## config.mk

```make
export PLATFORM = sky130hd
export DESIGN_NAME = pipe_id_ex_hz_flat
export DESIGN_NICKNAME = d
export VERILOG_FILES = /design/src/rtl/cpu_pipe_pkg.sv /design/src/rtl/pipe_id_ex_hz_if.sv /design/src/rtl/sat_counter.sv /design/src/rtl/pipe_id_ex_hz.sv /design/src/flat_wrapper.sv
export SDC_FILE = /design/constraint.sdc
export NUM_CORES = 1
export LEC_CHECK = 0
export CORE_MARGIN = 10
export CORE_UTILIZATION = 40
export DETAILED_ROUTE_END_ITERATION = 10
export PLACE_DENSITY_LB_ADDON = 0.25
export SYNTH_ARGS = -nofsm -noshare
export SYNTH_HDL_FRONTEND = slang
export SYNTH_SLANG_ARGS = --single-unit
```

## constraint.sdc

```tcl
create_clock -name clk -period 2.4 [get_ports clk]
set_input_delay 0.48 -clock clk [delete_from_list [all_inputs] [get_ports clk]]
set_output_delay 0.48 -clock clk [all_outputs]
set_load 0.1 [all_outputs]
```

## src/rtl/cpu_pipe_pkg.sv

```systemverilog
// Shared ID/EX types: control bundle, its bubble value and perf counter type.
package cpu_pipe_pkg;

    localparam int unsigned REG_WORDS_DEF = 32;
    localparam int unsigned ADDR_W        = $clog2(REG_WORDS_DEF);
    localparam int unsigned ALU_OP_W      = 4;
    localparam int unsigned BYTE_EN_W     = 4;
    localparam int unsigned PERF_BITS_DEF = 16;

    // Control fields carried from ID into EX (halt is kept apart because it is sticky).
    typedef struct packed {
        logic                 atomic;
        logic                 sel_mem;
        logic                 check_link;
        logic                 mem_rw_;
        logic                 rw_;
        logic                 load_link_;
        logic                 alu_imm;
        logic [ADDR_W-1:0]    waddr;
        logic [ALU_OP_W-1:0]  alu_op;
        logic [BYTE_EN_W-1:0] byte_en;
    } id_ex_ctl_t;

    // Inactive control set: no register write, no memory write, no link.
    localparam id_ex_ctl_t ID_EX_BUBBLE = '{
        atomic:     1'b0,
        sel_mem:    1'b0,
        check_link: 1'b0,
        mem_rw_:    1'b1,
        rw_:        1'b1,
        load_link_: 1'b1,
        alu_imm:    1'b0,
        waddr:      '0,
        alu_op:     '0,
        byte_en:    '0
    };

    typedef logic [PERF_BITS_DEF-1:0] perf_cnt_t;

endpackage

```

## src/rtl/pipe_id_ex_hz_if.sv

```systemverilog
// ID -> EX stage bundle: ID-side fields in, EX-side registered copies out.
interface pipe_id_ex_hz_if #(
    parameter int unsigned BITS       = 32,
    parameter int unsigned SHIFT_BITS = 5
) ();

    localparam int unsigned AW  = cpu_pipe_pkg::ADDR_W;
    localparam int unsigned OPW = cpu_pipe_pkg::ALU_OP_W;
    localparam int unsigned BEW = cpu_pipe_pkg::BYTE_EN_W;

    // ID side
    logic                  valid_s2, stall_ex, flush;
    logic [AW-1:0]         rs_addr, rt_addr, waddr;
    logic                  uses_rs, uses_rt;
    logic                  atomic, sel_mem, check_link, mem_rw_, rw_, load_link_, alu_imm, halt_s2;
    logic [BITS-1:0]       r1_data, r2_data, sign_ext_imm;
    logic [SHIFT_BITS-1:0] shamt;
    logic [OPW-1:0]        alu_op;
    logic [BEW-1:0]        byte_en;

    // EX side
    logic                  valid_s3;
    logic                  atomic_s3, sel_mem_s3, check_link_s3, mem_rw_s3, rw_s3, load_link_s3, alu_imm_s3, halt_s3;
    logic [AW-1:0]         waddr_s3;
    logic [BITS-1:0]       r1_data_s3, r2_data_s3, sign_ext_imm_s3;
    logic [SHIFT_BITS-1:0] shamt_s3;
    logic [OPW-1:0]        alu_op_s3;
    logic [BEW-1:0]        byte_en_s3;
    logic                  stall_up;

    modport master (
        output valid_s2, stall_ex, flush, rs_addr, rt_addr, waddr, uses_rs, uses_rt,
               atomic, sel_mem, check_link, mem_rw_, rw_, load_link_, alu_imm, halt_s2,
               r1_data, r2_data, sign_ext_imm, shamt, alu_op, byte_en,
        input  valid_s3, atomic_s3, sel_mem_s3, check_link_s3, mem_rw_s3, rw_s3, load_link_s3,
               alu_imm_s3, halt_s3, waddr_s3, r1_data_s3, r2_data_s3, sign_ext_imm_s3,
               shamt_s3, alu_op_s3, byte_en_s3, stall_up
    );

    modport slave (
        input  valid_s2, stall_ex, flush, rs_addr, rt_addr, waddr, uses_rs, uses_rt,
               atomic, sel_mem, check_link, mem_rw_, rw_, load_link_, alu_imm, halt_s2,
               r1_data, r2_data, sign_ext_imm, shamt, alu_op, byte_en,
        output valid_s3, atomic_s3, sel_mem_s3, check_link_s3, mem_rw_s3, rw_s3, load_link_s3,
               alu_imm_s3, halt_s3, waddr_s3, r1_data_s3, r2_data_s3, sign_ext_imm_s3,
               shamt_s3, alu_op_s3, byte_en_s3, stall_up
    );

endinterface

```

## src/rtl/sat_counter.sv

```systemverilog
// Saturating up-counter with synchronous active-low clear.
module sat_counter #(
    parameter int unsigned W = 16
) (
    input  logic         clk,
    input  logic         clr_,
    input  logic         inc,
    output logic [W-1:0] cnt
);

    // Count up on inc, stick at all-ones.
    always_ff @(posedge clk) begin
        if (!clr_) begin
            cnt <= '0;
        end else if (inc && (cnt != {W{1'b1}})) begin
            cnt <= cnt + W'(1);
        end
    end

endmodule

```

## src/rtl/pipe_id_ex_hz.sv

```systemverilog
// ID/EX pipeline register with valid bit, stall hold, flush, load-use bubble and perf counters.
module pipe_id_ex_hz
    import cpu_pipe_pkg::*;
#(
    parameter int unsigned BITS         = 32,
    parameter int unsigned REG_WORDS    = 32,
    parameter int unsigned ADDR_LEFT    = $clog2(REG_WORDS) - 1,
    parameter int unsigned SHIFT_BITS   = 5,
    parameter int unsigned ALU_OP_PARAM = 3,
    parameter int unsigned PERF_BITS    = 16
) (
    input  logic                 clk,
    input  logic                 rst_,
    pipe_id_ex_hz_if.slave       bus,
    output logic [PERF_BITS-1:0] bubble_cnt,
    output logic [PERF_BITS-1:0] stall_cnt
);

    id_ex_ctl_t            ctl_q, ctl_in_c;
    logic                  valid_q, halt_q;
    logic [BITS-1:0]       r1_q, r2_q, imm_q;
    logic [SHIFT_BITS-1:0] shamt_q;
    logic [ADDR_LEFT:0]    rs_c, rt_c, wa_in_c, wa_s3_c;
    logic [ALU_OP_PARAM:0] alu_op_in_c;
    logic                  take_c, hazard_c, bubble_c, bubble_inc_c;

    assign rs_c        = bus.rs_addr;
    assign rt_c        = bus.rt_addr;
    assign wa_in_c     = bus.waddr;
    assign wa_s3_c     = ctl_q.waddr;
    assign alu_op_in_c = bus.alu_op;

    // A real instruction enters EX only while no halt is parked there.
    assign take_c = bus.valid_s2 & ~halt_q;

    // Load in EX whose destination is read by the instruction in ID.
    assign hazard_c = valid_q & ctl_q.sel_mem & ctl_q.mem_rw_ & ~ctl_q.rw_ & (wa_s3_c != '0)
                    & ((bus.uses_rs & (rs_c == wa_s3_c)) | (bus.uses_rt & (rt_c == wa_s3_c)))
                    & bus.valid_s2;

    assign bus.stall_up = bus.stall_ex | hazard_c;

    // Flush wins over hazard, stall_ex wins over both.
    assign bubble_c     = ~bus.stall_ex & (bus.flush | hazard_c);
    assign bubble_inc_c = bubble_c;

    // Control bundle to capture: ID controls for a live instruction, else inactive.
    always_comb begin
        ctl_in_c = ID_EX_BUBBLE;
        if (take_c) begin
            ctl_in_c.atomic     = bus.atomic;
            ctl_in_c.sel_mem    = bus.sel_mem;
            ctl_in_c.check_link = bus.check_link;
            ctl_in_c.mem_rw_    = bus.mem_rw_;
            ctl_in_c.rw_        = bus.rw_;
            ctl_in_c.load_link_ = bus.load_link_;
            ctl_in_c.alu_imm    = bus.alu_imm;
            ctl_in_c.waddr      = wa_in_c;
            ctl_in_c.alu_op     = alu_op_in_c;
            ctl_in_c.byte_en    = bus.byte_en;
        end
    end

    // Stage register: reset, bubble, hold on stall_ex, or capture.
    always_ff @(posedge clk) begin
        if (!rst_) begin
            valid_q <= 1'b0;
            halt_q  <= 1'b0;
            ctl_q   <= ID_EX_BUBBLE;
            r1_q    <= '0;
            r2_q    <= '0;
            imm_q   <= '0;
            shamt_q <= '0;
        end else if (bubble_c) begin
            valid_q <= 1'b0;
            ctl_q   <= ID_EX_BUBBLE;
            r1_q    <= '0;
            r2_q    <= '0;
            imm_q   <= '0;
            shamt_q <= '0;
        end else if (!bus.stall_ex) begin
            valid_q <= take_c;
            halt_q  <= halt_q | (take_c & bus.halt_s2);
            ctl_q   <= ctl_in_c;
            r1_q    <= bus.r1_data;
            r2_q    <= bus.r2_data;
            imm_q   <= bus.sign_ext_imm;
            shamt_q <= bus.shamt;
        end
    end

    assign bus.valid_s3        = valid_q;
    assign bus.atomic_s3       = ctl_q.atomic;
    assign bus.sel_mem_s3      = ctl_q.sel_mem;
    assign bus.check_link_s3   = ctl_q.check_link;
    assign bus.mem_rw_s3       = ctl_q.mem_rw_;
    assign bus.rw_s3           = ctl_q.rw_;
    assign bus.load_link_s3    = ctl_q.load_link_;
    assign bus.alu_imm_s3      = ctl_q.alu_imm;
    assign bus.halt_s3         = halt_q;
    assign bus.waddr_s3        = ctl_q.waddr;
    assign bus.alu_op_s3       = ctl_q.alu_op;
    assign bus.byte_en_s3      = ctl_q.byte_en;
    assign bus.r1_data_s3      = r1_q;
    assign bus.r2_data_s3      = r2_q;
    assign bus.sign_ext_imm_s3 = imm_q;
    assign bus.shamt_s3        = shamt_q;

    sat_counter #(.W(PERF_BITS)) u_bubble_cnt (
        .clk  (clk),
        .clr_ (rst_),
        .inc  (bubble_inc_c),
        .cnt  (bubble_cnt)
    );

    sat_counter #(.W(PERF_BITS)) u_stall_cnt (
        .clk  (clk),
        .clr_ (rst_),
        .inc  (bus.stall_ex),
        .cnt  (stall_cnt)
    );

endmodule
```

## src/flat_wrapper.sv

```systemverilog
// flat-port wrapper written by rule: the top's interface ports become plain ports
module pipe_id_ex_hz_flat import cpu_pipe_pkg::*;
#(
    parameter int unsigned BITS         = 32,
    parameter int unsigned REG_WORDS    = 32,
    parameter int unsigned ADDR_LEFT    = $clog2(REG_WORDS) - 1,
    parameter int unsigned SHIFT_BITS   = 5,
    parameter int unsigned ALU_OP_PARAM = 3,
    parameter int unsigned PERF_BITS    = 16
)
  (clk, rst_, bubble_cnt, stall_cnt, bus_valid_s2, bus_stall_ex, bus_flush, bus_rs_addr, bus_rt_addr, bus_waddr, bus_uses_rs, bus_uses_rt, bus_atomic, bus_sel_mem, bus_check_link, bus_mem_rw_, bus_rw_, bus_load_link_, bus_alu_imm, bus_halt_s2, bus_r1_data, bus_r2_data, bus_sign_ext_imm, bus_shamt, bus_alu_op, bus_byte_en, bus_valid_s3, bus_atomic_s3, bus_sel_mem_s3, bus_check_link_s3, bus_mem_rw_s3, bus_rw_s3, bus_load_link_s3, bus_alu_imm_s3, bus_halt_s3, bus_waddr_s3, bus_r1_data_s3, bus_r2_data_s3, bus_sign_ext_imm_s3, bus_shamt_s3, bus_alu_op_s3, bus_byte_en_s3, bus_stall_up);
  pipe_id_ex_hz_if #(.BITS(BITS), .SHIFT_BITS(SHIFT_BITS)) bus_i ();
  input  logic clk;
  input  logic rst_;
  output logic [PERF_BITS-1:0] bubble_cnt;
  output logic [PERF_BITS-1:0] stall_cnt;
  input wire logic [$bits(bus_i.valid_s2)-1:0] bus_valid_s2;
  input wire logic [$bits(bus_i.stall_ex)-1:0] bus_stall_ex;
  input wire logic [$bits(bus_i.flush)-1:0] bus_flush;
  input wire logic [$bits(bus_i.rs_addr)-1:0] bus_rs_addr;
  input wire logic [$bits(bus_i.rt_addr)-1:0] bus_rt_addr;
  input wire logic [$bits(bus_i.waddr)-1:0] bus_waddr;
  input wire logic [$bits(bus_i.uses_rs)-1:0] bus_uses_rs;
  input wire logic [$bits(bus_i.uses_rt)-1:0] bus_uses_rt;
  input wire logic [$bits(bus_i.atomic)-1:0] bus_atomic;
  input wire logic [$bits(bus_i.sel_mem)-1:0] bus_sel_mem;
  input wire logic [$bits(bus_i.check_link)-1:0] bus_check_link;
  input wire logic [$bits(bus_i.mem_rw_)-1:0] bus_mem_rw_;
  input wire logic [$bits(bus_i.rw_)-1:0] bus_rw_;
  input wire logic [$bits(bus_i.load_link_)-1:0] bus_load_link_;
  input wire logic [$bits(bus_i.alu_imm)-1:0] bus_alu_imm;
  input wire logic [$bits(bus_i.halt_s2)-1:0] bus_halt_s2;
  input wire logic [$bits(bus_i.r1_data)-1:0] bus_r1_data;
  input wire logic [$bits(bus_i.r2_data)-1:0] bus_r2_data;
  input wire logic [$bits(bus_i.sign_ext_imm)-1:0] bus_sign_ext_imm;
  input wire logic [$bits(bus_i.shamt)-1:0] bus_shamt;
  input wire logic [$bits(bus_i.alu_op)-1:0] bus_alu_op;
  input wire logic [$bits(bus_i.byte_en)-1:0] bus_byte_en;
  output wire logic [$bits(bus_i.valid_s3)-1:0] bus_valid_s3;
  output wire logic [$bits(bus_i.atomic_s3)-1:0] bus_atomic_s3;
  output wire logic [$bits(bus_i.sel_mem_s3)-1:0] bus_sel_mem_s3;
  output wire logic [$bits(bus_i.check_link_s3)-1:0] bus_check_link_s3;
  output wire logic [$bits(bus_i.mem_rw_s3)-1:0] bus_mem_rw_s3;
  output wire logic [$bits(bus_i.rw_s3)-1:0] bus_rw_s3;
  output wire logic [$bits(bus_i.load_link_s3)-1:0] bus_load_link_s3;
  output wire logic [$bits(bus_i.alu_imm_s3)-1:0] bus_alu_imm_s3;
  output wire logic [$bits(bus_i.halt_s3)-1:0] bus_halt_s3;
  output wire logic [$bits(bus_i.waddr_s3)-1:0] bus_waddr_s3;
  output wire logic [$bits(bus_i.r1_data_s3)-1:0] bus_r1_data_s3;
  output wire logic [$bits(bus_i.r2_data_s3)-1:0] bus_r2_data_s3;
  output wire logic [$bits(bus_i.sign_ext_imm_s3)-1:0] bus_sign_ext_imm_s3;
  output wire logic [$bits(bus_i.shamt_s3)-1:0] bus_shamt_s3;
  output wire logic [$bits(bus_i.alu_op_s3)-1:0] bus_alu_op_s3;
  output wire logic [$bits(bus_i.byte_en_s3)-1:0] bus_byte_en_s3;
  output wire logic [$bits(bus_i.stall_up)-1:0] bus_stall_up;
  assign bus_i.valid_s2 = bus_valid_s2;
  assign bus_i.stall_ex = bus_stall_ex;
  assign bus_i.flush = bus_flush;
  assign bus_i.rs_addr = bus_rs_addr;
  assign bus_i.rt_addr = bus_rt_addr;
  assign bus_i.waddr = bus_waddr;
  assign bus_i.uses_rs = bus_uses_rs;
  assign bus_i.uses_rt = bus_uses_rt;
  assign bus_i.atomic = bus_atomic;
  assign bus_i.sel_mem = bus_sel_mem;
  assign bus_i.check_link = bus_check_link;
  assign bus_i.mem_rw_ = bus_mem_rw_;
  assign bus_i.rw_ = bus_rw_;
  assign bus_i.load_link_ = bus_load_link_;
  assign bus_i.alu_imm = bus_alu_imm;
  assign bus_i.halt_s2 = bus_halt_s2;
  assign bus_i.r1_data = bus_r1_data;
  assign bus_i.r2_data = bus_r2_data;
  assign bus_i.sign_ext_imm = bus_sign_ext_imm;
  assign bus_i.shamt = bus_shamt;
  assign bus_i.alu_op = bus_alu_op;
  assign bus_i.byte_en = bus_byte_en;
  assign bus_valid_s3 = bus_i.valid_s3;
  assign bus_atomic_s3 = bus_i.atomic_s3;
  assign bus_sel_mem_s3 = bus_i.sel_mem_s3;
  assign bus_check_link_s3 = bus_i.check_link_s3;
  assign bus_mem_rw_s3 = bus_i.mem_rw_s3;
  assign bus_rw_s3 = bus_i.rw_s3;
  assign bus_load_link_s3 = bus_i.load_link_s3;
  assign bus_alu_imm_s3 = bus_i.alu_imm_s3;
  assign bus_halt_s3 = bus_i.halt_s3;
  assign bus_waddr_s3 = bus_i.waddr_s3;
  assign bus_r1_data_s3 = bus_i.r1_data_s3;
  assign bus_r2_data_s3 = bus_i.r2_data_s3;
  assign bus_sign_ext_imm_s3 = bus_i.sign_ext_imm_s3;
  assign bus_shamt_s3 = bus_i.shamt_s3;
  assign bus_alu_op_s3 = bus_i.alu_op_s3;
  assign bus_byte_en_s3 = bus_i.byte_en_s3;
  assign bus_stall_up = bus_i.stall_up;
  pipe_id_ex_hz #(.BITS(BITS), .REG_WORDS(REG_WORDS), .ADDR_LEFT(ADDR_LEFT), .SHIFT_BITS(SHIFT_BITS), .ALU_OP_PARAM(ALU_OP_PARAM), .PERF_BITS(PERF_BITS)) u_core (.clk(clk), .rst_(rst_), .bus(bus_i), .bubble_cnt(bubble_cnt), .stall_cnt(stall_cnt));
endmodule
```

==> results of run 1 <==
[worst min-delay path, stage by stage]
cell and delay [ns]:
buf_6 0.16, a21oi_1 0.14, nor2_1 0.04
[kinds of logic after synthesis]
group                      after synthesis  synth area share [%]
AOI/OAI and AO/OA                       54                 6.488
adders and majority gates                2                0.4185
and+or+nand+nor                        217                 16.05
DFF                                    155                 51.90
muxes                                  106                 17.75
xor gates and xnor gates                25                 3.663
buffers and inverters                   46                 3.725
[routing by layer]
layer  part of all wire [%]  global-route usage [%]
met3                    9.4                   8.011
met2                     52                   34.54
met4                    1.8                   6.885
met5                      0                       0
met1                     37                   20.46
[power breakdown]
part	internal (W)	switching, W	leakage, nW
registers	0.00267	0.0000648	1.27
logic	0.000478	0.00103	2.62
clock network	0.00159	0.00101	0.285
total	0.00475	0.00210	4.18
[final cells by class]
cell class,instances,area [µm²],share of cell area [%]
Tap cell,184,230.2,2.443
Clock buffer,22,474.2,5.031
Sequential cell,155,3138,33.29
Clock inverter,8,93.84,0.9956
Multi-Input combinational cell,404,2694,28.58
Inverter,11,41.29,0.4381
Timing Repair Buffer,314,2754,29.22
[metrics by stage]
stage	hold slack, ns	instance area, µm²	worst slack, ns	total power (W)	setup TNS [ns]
final	0.4491	9425	0.05535	0.006851	0
after global routing	0.4440	9425	-0.006054	0.007086	-0.006054
after CTS	0.4294	9403	0.0005789	0.006917	0
after detailed placement	0.4796	8787	-0.09450	0.004306	-3.825
after global placement	0.4536	8787	-0.04847	0.004279	-2.871
after floorplan	0.6234	6011	0.03373	0.003810	0
[how the worst min path moves through the flow]
| stage | start | endpoint | slack, ns | depth (start not counted) |
|---|---|---|---|---|
| global placement | u_core.u_bubble_cnt.cnt[6] | u_core.u_bubble_cnt.cnt[6] | 0.45 | 2 |
| floorplan | rst_ | u_core.u_bubble_cnt.cnt[6] | 0.62 | 2 |
| global route | bus_stall_ex | u_core.bus.valid_s3 | 0.44 | 3 |
| detailed placement | u_core.u_bubble_cnt.cnt[5] | u_core.u_bubble_cnt.cnt[5] | 0.48 | 2 |
| finish | bus_stall_ex | u_core.bus.valid_s3 | 0.45 | 3 |
| CTS | bus_stall_ex | u_core.bus.valid_s3 | 0.43 | 3 |
[state kept, by name (all words and copies together) (netlist names)]
register,cells
u_core.bus.waddr_s3,5
u_core.bus.alu_op_s3,4
u_core.bus.sel_mem_s3,1
u_core.u_stall_cnt.cnt,16
u_core.bus.load_link_s3,1
u_core.bus.atomic_s3,1
u_core.bus.halt_s3,1
u_core.u_bubble_cnt.cnt,16
u_core.bus.rw_s3,1
u_core.bus.sign_ext_imm_s3,32
u_core.bus.r2_data_s3,32
u_core.bus.shamt_s3,5
u_core.bus.r1_data_s3,32
u_core.bus.check_link_s3,1
u_core.bus.byte_en_s3,4
u_core.bus.alu_imm_s3,1
u_core.bus.mem_rw_s3,1
u_core.bus.valid_s3,1
[cells in the final DEF (no fill, tap or decap), types with 15 or more instances in the layout]
master,synthesis,final
buf_4,0,172
a22oi_1,17,17
clkdlybuf4s50_1,0,137
nor2_1,142,142
xnor2_1,17,16
mux2i_1,106,106
nand2_1,17,15
clkbuf_16,0,17
nand3_1,17,17
dfxtp_1,155,135
dfxtp_2,0,16
[Yosys cell counts (all sizes together)]
cell	n	area, µm²
and3	4	25.02
nand4	9	56.30
o221ai	2	23.77
o22ai	4	25.02
xnor2	17	148.9
nand2b	3	26.27
clkbuf	19	71.32
a31oi	1	6.260
a21oi	11	58.81
o41ai	2	17.52
inv	10	37.54
and2	3	18.77
o211a	2	20.02
nor4	3	18.77
mux2i	106	1061
or3	4	25.02
a31o	1	8.760
o21ai	4	20.01
clkinv	1	3.750
or2	2	12.52
o311ai	1	8.760
ha	2	25.02
nor3	2	10.01
o31ai	6	45.04
dfxtp	155	3103
nand2	17	63.81
a22oi	17	127.6
o311a	1	10.01
a311oi	1	8.760
nor2	142	533.0
or4	10	75.07
xor2	8	70.07
buf	16	110.1
nand3	17	85.08
o211ai	1	7.510
and4b	1	10.01
[timing repair]
item                       4_1_cts  5_1_grt
setup buffers                    3        2
gates resized for setup          6        1
setup endpoints to repair        1        1
pin swaps                        1        2
==> flow_summary.toml, run 1 <==
[status]
status = "finished, final reports clean"

[worst_setup_path]
endpoint_kind = "output pin"
critPathMaxFanout = 3
crit_path_end = "bus_stall_up"
reg2reg_setup_slack_ns = 0.20
crit_path_top_delay_cell = "or4_4"
worstPathArrival_ns = 1.86
required_ns = 1.92
max_stage_delay_ns = 0.52
worst-path-stages = 5
crit_path_start = "u_core.bus.waddr_s3[1]"
critPathLaunchType = "flip-flop"
path_buf_inv = 1
cp_top_family = "simple AND/OR/NAND/NOR gates"
reg2reg_from = "u_core.bus.waddr_s3[1]"
crit_top_cell = "nand2_2"
criticalPathCategory = "flip-flop to output pin"
r2r_cells = 8
worstPathCellList = "or4_4, o211a_4, nand2_2, nand2_2, buf_12"
regToRegEndpoint = "u_core.u_bubble_cnt.cnt[1]"

[cts]
htreeDepth = 4
clock_sinks = 155
clk_latency_ns = 0.42
root_buffer = "clkbuf_16"
cts_buffer_depth = 2
cts_buffers = 17
clk_transition_reported_paths_ns = 0.06
hold_buffers = 0
cts_tree = "yes"

[synth]
synth.avg_cell_area_um2 = 9.881
syn_inst = 605
ys_warn_count = 0
synth_cell_types = 45
ys_ff_latch = 155
synth_nets = 746
synth_area_um2 = 5978
seq_area_frac_synth_pct = 51.90

[drt]
drc = 0
wl_per_cell_um = 18.74
ant_nets = 0
drtPass1Iterations = 5
routed-via-count = 5527
drt-initial-drc-count = 261
vias_per_cell = 5.034
postRouteWirelength_mm = 20.58

[placement]
port_buffers = 294
gp_congestion = 0.9055
dp_cells = 1063
dpl.hpwl_mm = 16.07

[job]
cap_violations = 0

[min_path]
worstHoldPathType = "primary input to flip-flop"

[timing]
slew_headroom_pct = 49.27
slew_viol_final = 0
max_clock_freq_mhz = 426.5
finalClockSkew_ns = 0.005997
min_period_ns = 2.345
finalHoldViolCount = 0
worst_slew_pin_slew_ns = 0.7610
setup_viol = 0
period_share_pct = 97.69

[floorplanning]
coreArea_um2 = 14590
num_io_pins = 295
initial_utilization_pct = 40.98
die_x_um = 142.3
fp.dieH_um = 142.3
die_area_um2 = 20240
core.rowCount = 44

[global_route]
grt_max_degree = 71
antenna_found_initial = 0
grt_pass1_wl_mm = 31.47
grt_pass1_vias = 5830
grt_overflow_total = 0
grt_usage_pct = 19.57

[power_and_ir_drop]
leakagePower_nw = 4.179
p_per_area_nw_per_um2 = 726.9
peakVddDrop_uv = 491.9

[layout]
final-instance-count-excl-fill = 1098
fillers = 1165
syn_to_final_growth_pct = 57.66
num-nets-final = 1044
drive_gt1_share_pct = 25.82
antenna_cells = 0
final_util_pct = 64.61
Note: power is estimated with default switching activity, not from simulation.
==> run 2: changes to the inputs <==
--- a/config.mk
+++ b/config.mk
@@ -6,8 +6,9 @@
 export NUM_CORES = 1
 export LEC_CHECK = 0
 export CORE_MARGIN = 10
-export CORE_UTILIZATION = 40
+export CORE_UTILIZATION = 60
 export DETAILED_ROUTE_END_ITERATION = 10
+export DONT_BUFFER_PORTS = 1
 export PLACE_DENSITY_LB_ADDON = 0.25
 export SYNTH_ARGS = -nofsm -noshare
 export SYNTH_HDL_FRONTEND = slang
==> flow_summary.toml, run 2 (synthesized netlist as in run 1, its figures left out) <==
[global_route]
grt_overflow_total = 0
grt_usage_pct = 27.48
antenna_found_initial = 0
grt_max_degree = 127
grt_pass1_vias = 5399
grt_pass1_wl_mm = 30.88

[worst_setup_path]
worst-path-stages = 5
worstPathArrival_ns = 1.99
regToRegEndpoint = "u_core.bus.sign_ext_imm_s3[5]"
reg2reg_from = "u_core.bus.waddr_s3[0]"
critPathMaxFanout = 2
endpoint_kind = "output pin"
r2r_cells = 7
max_stage_delay_ns = 0.52
critPathLaunchType = "flip-flop"
crit_path_end = "bus_stall_up"
cp_top_family = "simple AND/OR/NAND/NOR gates"
crit_path_start = "u_core.bus.waddr_s3[0]"
crit_path_top_delay_cell = "or4_4"
worstPathCellList = "or4_4, o211a_1, nand2_1, nand2_2, buf_12"
criticalPathCategory = "flip-flop to output pin"
required_ns = 1.92
path_buf_inv = 1
reg2reg_setup_slack_ns = 0.18

[cts]
root_buffer = "clkbuf_8"
cts_buffer_depth = 2
clock_sinks = 155
htreeDepth = 4
clk_transition_reported_paths_ns = 0.06
cts_tree = "yes"
cts_buffers = 17
clk_latency_ns = 0.54
hold_buffers = 0

[layout]
final_cell_mix = "160 x buf_4, 142 x nor2_1, 135 x dfxtp_1"
seq_area_um2 = 3136
antenna_cells = 0
final_util_pct = 81.01
num-nets-final = 892
drive_gt1_share_pct = 28.96
multi_input_area_um2 = 2676
fillers = 576
layout_commonest_cell = "buf_4"
syn_to_final_growth_pct = 31.83

[placement]
gp_congestion = 0.8938
port_buffers = 0
dpl.hpwl_mm = 14.69

[power_and_ir_drop]
leakagePower_nw = 3.577
peakVddDrop_uv = 738.9
p_per_area_nw_per_um2 = 859.6
finalPower_w = 0.006775

[drt]
drtPass1Iterations = 6
ant_nets = 0
drc = 0
postRouteWirelength_mm = 20.57
drt-initial-drc-count = 619
routed-via-count = 5129
vias_per_cell = 5.724
wl_per_cell_um = 22.95

[timing]
rsz0062_at_grt = "true"
min_period_ns = 2.472
max_clock_freq_mhz = 404.5
finalHoldViolCount = 0
period_share_pct = 103.0
slew_headroom_pct = 55.35
postLayoutSetupSlackWorst_ns = -0.07226
setup_viol = 1
finalClockSkew_ns = 0.01040
slew_viol_final = 0
worst_slew_pin_slew_ns = 0.6614

[floorplanning]
initial_utilization_pct = 61.45
fp.dieH_um = 119.8
num_io_pins = 295
die_area_um2 = 14360
die_x_um = 119.8
core.rowCount = 36
coreArea_um2 = 9729

[status]
violations = "setup timing"
status = "finished with violations"

[min_path]
worstHoldPathType = "primary input to flip-flop"

[job]
cap_violations = 0
-- run 2: cell types whose count changed in the layout (fill, tap and decap cells not counted), sizes merged --
cell and delta:
clkdlybuf4s50 -137, bufinv +2, inv +1, clkbuf -2
buf -15, clkinvlp +1, clkinv -1
-- run 2: worst min-delay path by stage --
| stage | end | cells after the start | slack, ns | start |
|---|---|---|---|---|
| after detailed placement | u_core.bus.r2_data_s3[4] | 2 | 0.48 | u_core.bus.r2_data_s3[4] |
| after global routing | u_core.bus.rw_s3 | 1 | 0.02 | rst_ |
| after global placement | u_core.bus.r2_data_s3[4] | 2 | 0.48 | u_core.bus.r2_data_s3[4] |
| final | u_core.bus.load_link_s3 | 1 | 0.03 | rst_ |
| after floorplan | u_core.u_bubble_cnt.cnt[6] | 2 | 0.62 | rst_ |
| after CTS | u_core.bus.load_link_s3 | 1 | 0.02 | rst_ |
-- run 2: routing by layer --
metal  global-route usage [%]  up-vias  wire length, µm
met3                    13.27       48             2646
met1                    26.37     2419             6626
met4                    11.39        0              574
li1                         -     2376                -
met5                        0        -                0
met2                    49.31      286            10720
-- run 2: metrics by stage --
stage | worst slack (ns) | cell area (µm²) | setup TNS, ns | cells | hold WS (ns)
after global routing | -0.1381 | 7881 | -0.1381 | 896 | 0.01675
after floorplan | 0.03373 | 6011 | 0 | 605 | 0.6234
final | -0.07226 | 7881 | -0.07226 | 896 | 0.03445
after detailed placement | 0.2295 | 7233 | 0 | 863 | 0.4839
after CTS | -0.1008 | 7875 | -0.1008 | 896 | 0.01796
after global placement | 0.3232 | 7233 | 0 | 863 | 0.4757
-- run 2: timing repair --
action,CTS,global route
gates cloned,0,0
setup endpoints to repair,1,1
pin swaps,1,1
buffers inserted,2,0
gates resized for setup,2,1
-- run 2: area by class of cell --
| cell class | instances | area share, % |
|---|---|---|
| repair buffers | 162 | 15.75 |
| flip-flops and latches | 155 | 39.78 |
| multi-input cells | 404 | 33.96 |
| clock inverters | 11 | 2.096 |
| clock buffers | 20 | 5.779 |
| well taps | 133 | 2.111 |
| inverters | 11 | 0.5239 |
-- run 2: where the power goes --
group / leakage (nW) / total [W] / internal, W / switching [W]
clock: 0.307 / 0.00281 / 0.00176 / 0.00105
sequential: 1.27 / 0.00272 / 0.00267 / 0.0000428
combinational: 2.00 / 0.00124 / 0.000269 / 0.000976
